<file path="config.mk">
export PLATFORM = sky130hd
export DESIGN_NAME = coin_acceptor
export DESIGN_NICKNAME = d
export VERILOG_FILES = /design/src/rtl/coin_acceptor.sv
export SDC_FILE = /design/constraint.sdc
export NUM_CORES = 1
export LEC_CHECK = 0
export CORE_MARGIN = 2
export CORE_UTILIZATION = 60
export CTS_BUF_LIST = sky130_fd_sc_hd__clkbuf_8 sky130_fd_sc_hd__clkbuf_16
export CTS_CLUSTER_DIAMETER = 40
export DETAILED_ROUTE_END_ITERATION = 6
export PLACE_DENSITY_LB_ADDON = 0.15
export SYNTH_ARGS = -nofsm -noshare
export SYNTH_HDL_FRONTEND = slang
export SYNTH_SLANG_ARGS = --single-unit
</file>
<file path="constraint.sdc">
create_clock -name clk -period 7.3 [get_ports clk]
set_clock_uncertainty 0.1 [all_clocks]
set_input_delay 1.095 -clock clk [delete_from_list [all_inputs] [get_ports clk]]
set_output_delay 1.095 -clock clk [all_outputs]
set_load 0.01 [all_outputs]
</file>
<file path="src/rtl/coin_acceptor.sv">
// Coin sensor front end: per-line 2-flop synchronizer and debounce counter,
// single-coin arbitration FSM with post-decision lockout, accepted-coin counter.
//
// state  | meaning
// IDLE   | waiting for a qualify event
// ACCEPT | one coin accepted: pulse its output, bump the coin count
// REJECT | simultaneous coins or disabled: pulse reject_o
// LOCK   | lockout window after a decision, qualify events dropped
module coin_acceptor #(
    parameter int DEBOUNCE_CYCLES = 4,
    parameter int LOCKOUT_CYCLES  = 8
) (
    input  logic       clk,
    input  logic       rst,
    input  logic       nick_raw,
    input  logic       dime_raw,
    input  logic       quar_raw,
    input  logic       enable_i,
    output logic       nick_o,
    output logic       dime_o,
    output logic       quar_o,
    output logic       reject_o,
    output logic       busy_o,
    output logic [7:0] coin_cnt_o
);
    localparam logic [7:0] DEB_MAX   = 8'(DEBOUNCE_CYCLES);
    localparam logic [7:0] DEB_FIRE  = 8'(DEBOUNCE_CYCLES - 1);
    localparam logic [7:0] LOCK_LOAD = (LOCKOUT_CYCLES > 0) ? 8'(LOCKOUT_CYCLES - 1) : 8'd0;
    localparam bit         HAS_LOCK  = (LOCKOUT_CYCLES > 0);

    typedef enum logic [1:0] {S_IDLE, S_ACCEPT, S_REJECT, S_LOCK} state_t;

    state_t     state_q, state_d;
    logic [2:0] raw;
    logic [2:0] sync1_q, sync2_q;
    logic [1:0] primed_q;
    logic [2:0] armed_q, armed_d;
    logic [7:0] deb_q [3];
    logic [7:0] deb_d [3];
    logic [2:0] qual;
    logic [2:0] coin_q, coin_d;
    logic [7:0] lock_q, lock_d;
    logic [7:0] cnt_q, cnt_d;

    assign raw = {quar_raw, dime_raw, nick_raw};

    // A line found high coming out of reset must be seen low once (after the
    // synchronizer has refilled) before it may qualify.
    assign armed_d = armed_q | ({3{primed_q[1]}} & ~sync2_q);

    always_comb begin
        qual = 3'b000;
        for (int i = 0; i < 3; i++) begin
            deb_d[i] = 8'd0;
            if (sync2_q[i]) begin
                deb_d[i] = (deb_q[i] == DEB_MAX) ? DEB_MAX : deb_q[i] + 8'd1;
            end
            qual[i] = armed_q[i] && sync2_q[i] && (deb_q[i] == DEB_FIRE);
        end
    end

    always_comb begin
        state_d = state_q;
        coin_d  = coin_q;
        lock_d  = lock_q;
        cnt_d   = cnt_q;
        case (state_q)
            S_IDLE: begin
                if (qual != 3'b000) begin
                    if (enable_i && $onehot(qual)) begin
                        state_d = S_ACCEPT;
                        coin_d  = qual;
                    end else begin
                        state_d = S_REJECT;
                    end
                    lock_d = LOCK_LOAD;
                end
            end
            S_ACCEPT: begin
                if (cnt_q != 8'hFF) cnt_d = cnt_q + 8'd1;
                state_d = HAS_LOCK ? S_LOCK : S_IDLE;
            end
            S_REJECT: state_d = HAS_LOCK ? S_LOCK : S_IDLE;
            S_LOCK: begin
                if (lock_q == 8'd0) state_d = S_IDLE;
                else                lock_d  = lock_q - 8'd1;
            end
            default: state_d = S_IDLE;
        endcase
    end

    always_ff @(posedge clk) begin
        if (!rst) begin
            sync1_q  <= 3'b000;
            sync2_q  <= 3'b000;
            primed_q <= 2'b00;
            armed_q  <= 3'b000;
            for (int i = 0; i < 3; i++) deb_q[i] <= 8'd0;
            state_q  <= S_IDLE;
            coin_q   <= 3'b000;
            lock_q   <= 8'd0;
            cnt_q    <= 8'd0;
        end else begin
            sync1_q  <= raw;
            sync2_q  <= sync1_q;
            primed_q <= {primed_q[0], 1'b1};
            armed_q  <= armed_d;
            for (int i = 0; i < 3; i++) deb_q[i] <= deb_d[i];
            state_q  <= state_d;
            coin_q   <= coin_d;
            lock_q   <= lock_d;
            cnt_q    <= cnt_d;
        end
    end

    assign nick_o     = (state_q == S_ACCEPT) && coin_q[0];
    assign dime_o     = (state_q == S_ACCEPT) && coin_q[1];
    assign quar_o     = (state_q == S_ACCEPT) && coin_q[2];
    assign reject_o   = (state_q == S_REJECT);
    assign busy_o     = (state_q != S_IDLE);
    assign coin_cnt_o = cnt_q;

endmodule

</file>
# After elaboration in Yosys (flattened, before gate mapping)
# Memory sizes are Yosys's and may differ from the RTL's.
# Cells that the tools add are included.
# W data, S select, Z words.
[totals]
reg_bits = 32
ram_bits = 24
in_bits = 6
word_cells = 76
memories = 1
[mem_list]
columns = ["memory", "depth", "width", "rd", "rd_clocked_by_memory_dff", "wr", "line", "source"]
rows = [
  ["deb_q", 3, 8, 3, 0, 3, "38", "logic [7:0] deb_q [3];"],
]
[op_classes]
add_sub_neg = 7
n_eq_ne = 14
n_mux = 19
bitwise_logic = 6
reduce_logical = 20
[op_table]
columns = ["cell", "n"]
rows = [
  ["$mux W8", 11],
  ["$add A8 B1 Y8 const B", 4],
  ["$eq A8 B2 Y1 const B", 3],
  ["$eq A8 B3 Y1 const B", 3],
  ["$pmux W8 S2", 1],
  ["$logic_and A1 B1 Y1", 10],
  ["$logic_not A8 Y1", 1],
  ["$ne A8 B8 Y1 const B", 1],
  ["$sub A8 B1 Y8 const B", 1],
  ["$mux W2", 3],
  ["$ne A2 B2 Y1 const B", 3],
  ["$pmux W2 S3", 1],
  ["$reduce_and A3 Y1", 2],
  ["$eq A2 B1 Y1 const B", 2],
  ["$eq A2 B2 Y1 const B", 2],
  ["$reduce_and A2 Y1", 2],
  ["$reduce_bool A2 Y1", 2],
  ["$and A3 B3 Y3", 1],
  ["$mux W1", 3],
  ["$not A3 Y3", 1],
  ["$or A1 B1 Y1", 3],
  ["$or A3 B3 Y3", 1],
  ["$reduce_bool A3 Y1", 1],
  ["$add A1 B1 Y2", 1],
  ["3 further kinds", 3],
]

# Longest topological paths before layout
# An unclocked memory read counts as a cell.
[depth]
depth_word = 10
ltp_mapped = 9
ltp_nobuf = 9

# Worst setup path before layout
# OpenSTA, ideal clock, no wires.
[synth_timing]
path_kind = "reg-to-reg"
startpoint = "memory deb_q[2][5] (netlist: deb_q[0][21])"
endpoint = "register coin_q[2]"
arrival_time_ns = 2.242
setup_slack_ns = 4.830
stages_incl_launch_ff = 9
cell_sequence = "dfxtp_1 > or4_4 > nor3_1 > inv_1 > fa_1 > and4b_1 > o21ai_0 > a22oi_1 > nor2_1"
[synth_lines]
columns = ["item", "line", "source"]
rows = [
  ["from (decl)", "38", ""],
  ["to (signal assigned)", "110", "coin_q <= coin_d;"],
  ["to (decl)", "41", "logic [2:0] coin_q, coin_d;"],
]

# Final worst setup path
[layout_timing]
startpoint = "register state_q[1]"
endpoint = "output port quar_o"
[layout_between]
elab_chain_len = 2
[layout_rtl]
columns = ["item", "line", "source"]
rows = [
  ["from (decl)", "33", "state_t state_q, state_d;"],
  ["from (signal assigned)", "109", "state_q <= state_d;"],
  ["$eq A2 B1 Y1", "118", "assign quar_o = (state_q == S_ACCEPT) && coin_q[2];"],
  ["$logic_and A1 B1 Y1", "118", ""],
  ["to (decl)", "21", "output logic quar_o,"],
]
# No other way between the ends.

==> impl_metrics.py <==
metrics = {
    "synth": {
        "primary_ff_master_synth": "dfxtp_1",
        "ys_seq_area_share_pct": 42.6,
        "synth-seq-cells": 56,
        "syn_nets": 311,
        "synth-edff-count": 0,
        "post_synth_inst_count": 291,
        "syn-cell-area_um2": 2630,
        "yosysWarnings": 0,
        "synth-async-reset-ratio_pct": 0,
        "avgSynthCellArea_um2": 9.04,
        "synth.distinct_cells": 52,
    },
    "worst_setup_path": {
        "critical_path.n_buffers_inverters": 2,
        "worstRegToRegCells": 8,
        "worstPathCellList": "inv_1 -> ha_1 -> and2_1 -> clkdlybuf4s50_1",
        "rrSetupSlack_ns": 4.57,
        "critPathKind": "reg2out",
        "worst_path_largest_cell_delay_ns": 0.53,
        "critPathSlowestCell": "clkdlybuf4s50_1",
        "crit_arrival_ns": 1.68,
        "timing.critical_path.depth": 4,
        "crit_required_ns": 6.11,
        "timing.critical_path.from_type": "register",
        "critical-path-top-delay-family": "buffers and inverters",
        "worst-path-max-fanout": 4,
        "worstSetupEndpointType": "output pin",
    },
    "pwr": {
        "cell_internal_pwr_uw": 460,
        "power_share_of_the_clock_group_pct": 26.0,
        "leakage_uw": 0.00113,
        "power_density_nw_per_um2": 222,
        "netSwitchingFraction_pct": 29.6,
        "share_seq_of_total_power_pct": 51.2,
        "power_frac_comb_pct": 22.7,
        "switching_power_uw": 194,
        "peakVddDrop_uv": 141,
    },
    "floorplanning": {
        "initial_core_util_pct": 61.3,
        "die-area_um2": 4930,
        "row_count": 24,
        "top_level_ports": 19,
        "dieHeight_um": 70.2,
        "dieWidth_um": 70.2,
        "core_um2": 4290,
    },
    "route": {
        "routedLengthMet1_um": 2160,
        "route.detailed.vias_per_inst": 5.62,
        "wl_per_cell_um": 12.5,
        "finalWirelength_um": 4540,
        "routed-via-count": 2039,
        "drc_errors": 0,
        "wl_met2_um": 2150,
        "drt_iter0_drc": 129,
        "drt_first_pass_iters": 4,
        "route.top_layer_used": "met4",
        "drtAntennaViolNets": 0,
        "met3_wirelength_um": 152,
    },
    "clocking": {
        "cts.sink_count": 56,
        "cts_setup_buffers": 0,
        "cts_tree": "yes",
        "h-tree-depth": 2,
        "cts-root-buf": "clkbuf_8",
        "cts.clk_slew.worst_paths_ns": 0.09,
        "clock_path_buffers": 2,
        "post_cts_hold_buffer_count": 0,
        "cts-resized-gates": 0,
        "tritoncts.num_buffers": 5,
        "worst_skew_pair.late_latency_ns": 0.31,
    },
    "timing": {
        "timing.setup.tns_ns": 0,
        "final-hold-violation-count": 0,
        "clock.fmax_mhz": 347,
        "layout_setup_ws_ns": 4.42,
        "period_needed_ns": 2.88,
        "finalMaxSlewViolations": 0,
        "timing.final.crit_share_pct": 39.4,
        "tightest_slew_ns": 0.715,
        "setup_repair_after_global_routing_missed_its_margin": "false",
        "max_slew_margin_pct": 52.1,
        "setup_violating_endpoint_count_in_the_final_report": 0,
    },
    "cells_and_area": {
        "highest_count_cells_in_the_layout_ignoring_fill_and_taps": "56 x dfxtp_1, 44 x nor2_1, 25 x inv_1",
        "area_delta_synth_final_pct": 11.8,
        "drive_above_1_share_pct": 6.11,
        "layout.nets": 330,
        "diodes": 0,
        "final_common_cell": "dfxtp_1",
    },
    "global_route": {
        "grt_first_pass_wirelength_um": 7890,
        "grt_antenna_before_repair": 0,
        "first_global_vias": 1826,
        "globalRoute.totalOverflow": 0,
        "grt_max_degree": 28,
        "grt_util_all_layers_pct": 19.9,
    },
    "placed_design": {
        "place.detailed.hpwl_um": 3260,
        "finalWeightedCongestion": 0.809,
        "place_ws_ns": 4.36,
        "numPortBuffers": 18,
    },
    "status": {
        "outcome": "complete, no violations",
    },
    "min_path": {
        "timing.hold.worst.class": "reg2reg",
        "worstHoldPathCells": 1,
    },
    "job": {
        "max_cap_viol_count": 0,
    },
}
==> power by group through the flow <==
stage | Clock, uW | Sequential (uW) | Combinational (uW)
6_report | 170 | 335 | 148
5_1_grt | 188 | 337 | 167
4_1_cts | 178 | 334 | 148
3_5_place_dp | 0 | 342 | 147
3_3_place_gp | 0 | 341 | 145
2_1_floorplan | 0 | 339 | 113
==> worst paths after layout <==
kind	start	endpoint
max	state_q[1]$_SDFFE_PN0P_	quar_o
min	sync1_q[2]$_SDFF_PN0_	sync2_q[2]$_SDFF_PN0_
max reg2reg	deb_q[0][20]$_SDFF_PP0_	coin_q[1]$_SDFFE_PN0P_
min reg2reg	sync1_q[2]$_SDFF_PN0_	sync2_q[2]$_SDFF_PN0_
==> layer usage <==
metal	track usage, %	vias up
li1	-	1051
met2	31.3	30
met3	4.91	6
met5	0	-
met4	9.40	0
met1	25.6	952
==> per-stage QoR <==
step	utilization, %	std cells	total power, uW	hold slack [ns]	instance area (um2)
2_1_floorplan	-	291	452	0.312	2630
3_3_place_gp	66.3	355	486	0.314	2850
3_5_place_dp	66.3	355	489	0.321	2850
4_1_cts	68.5	363	660	0.345	2940
5_1_grt	68.5	363	692	0.355	2940
6_report	68.5	363	653	0.340	2940
==> logic make-up (layout without fill, tap and decap cells) <==
| kind of cell | count (synthesis) | in the layout | synth area share (%) |
|---|---|---|---|
| xor+xnor | 22 | 22 | 7.32 |
| compound gates | 41 | 41 | 12.1 |
| buf+inv | 33 | 53 | 5.04 |
| fa+ha+maj | 14 | 14 | 6.94 |
| simple gates | 124 | 124 | 25.6 |
| flops | 56 | 56 | 42.6 |
| mux | 1 | 1 | 0.380 |
==> flip-flops by register name (all words and copies together) (netlist names) <==
name,count
lock_q,8
primed_q,2
coin_cnt_o,8
deb_q,24
sync1_q,3
coin_q,3
state_q,2
armed_q,3
sync2_q,3
==> synth_stat cells (2+ instances only) <==
master	number	area share, %
nand2_1	10	1.4
inv_1	25	3.6
a22oi_1	3	0.86
nand3_1	23	4.4
and3_1	9	2.1
dfxtp_1	56	43
ha_1	13	6.2
xnor2_1	4	1.3
or4_4	2	0.86
o21ai_0	5	0.95
nor2_1	44	6.3
o211ai_1	4	1.1
o31ai_1	2	0.57
a31oi_1	6	1.4
and4b_1	2	0.76
nand4_1	5	1.2
o31a_1	2	0.67
nor3_1	3	0.57
a21oi_1	5	0.95
clkbuf_1	4	0.57
or3_1	2	0.48
o311a_1	2	0.76
and2_1	12	2.9
nand4b_1	3	1.0
xor2_1	18	6.0
==> worst reg2reg max path: cells and delay by family, from the launching register on <==
kind            cells  cell delay (ns)
simple gates        4             1.31
fa+ha+maj           1             0.45
flops               1             0.36
compound gates      2             0.30
buf+inv             1             0.10
==> final cells by class <==
| type | instances | area, um2 |
|---|---|---|
| tap | 52 | 65.1 |
| clock inverter | 2 | 10.0 |
| clock buffer | 6 | 82.6 |
| sequential | 56 | 1120 |
| fill | 378 | 1350 |
| timing repair buffer | 19 | 188 |
| multi-input combinational | 202 | 1380 |
| inverter | 26 | 97.6 |
No activity file was read; power rests on OpenSTA's default activity.
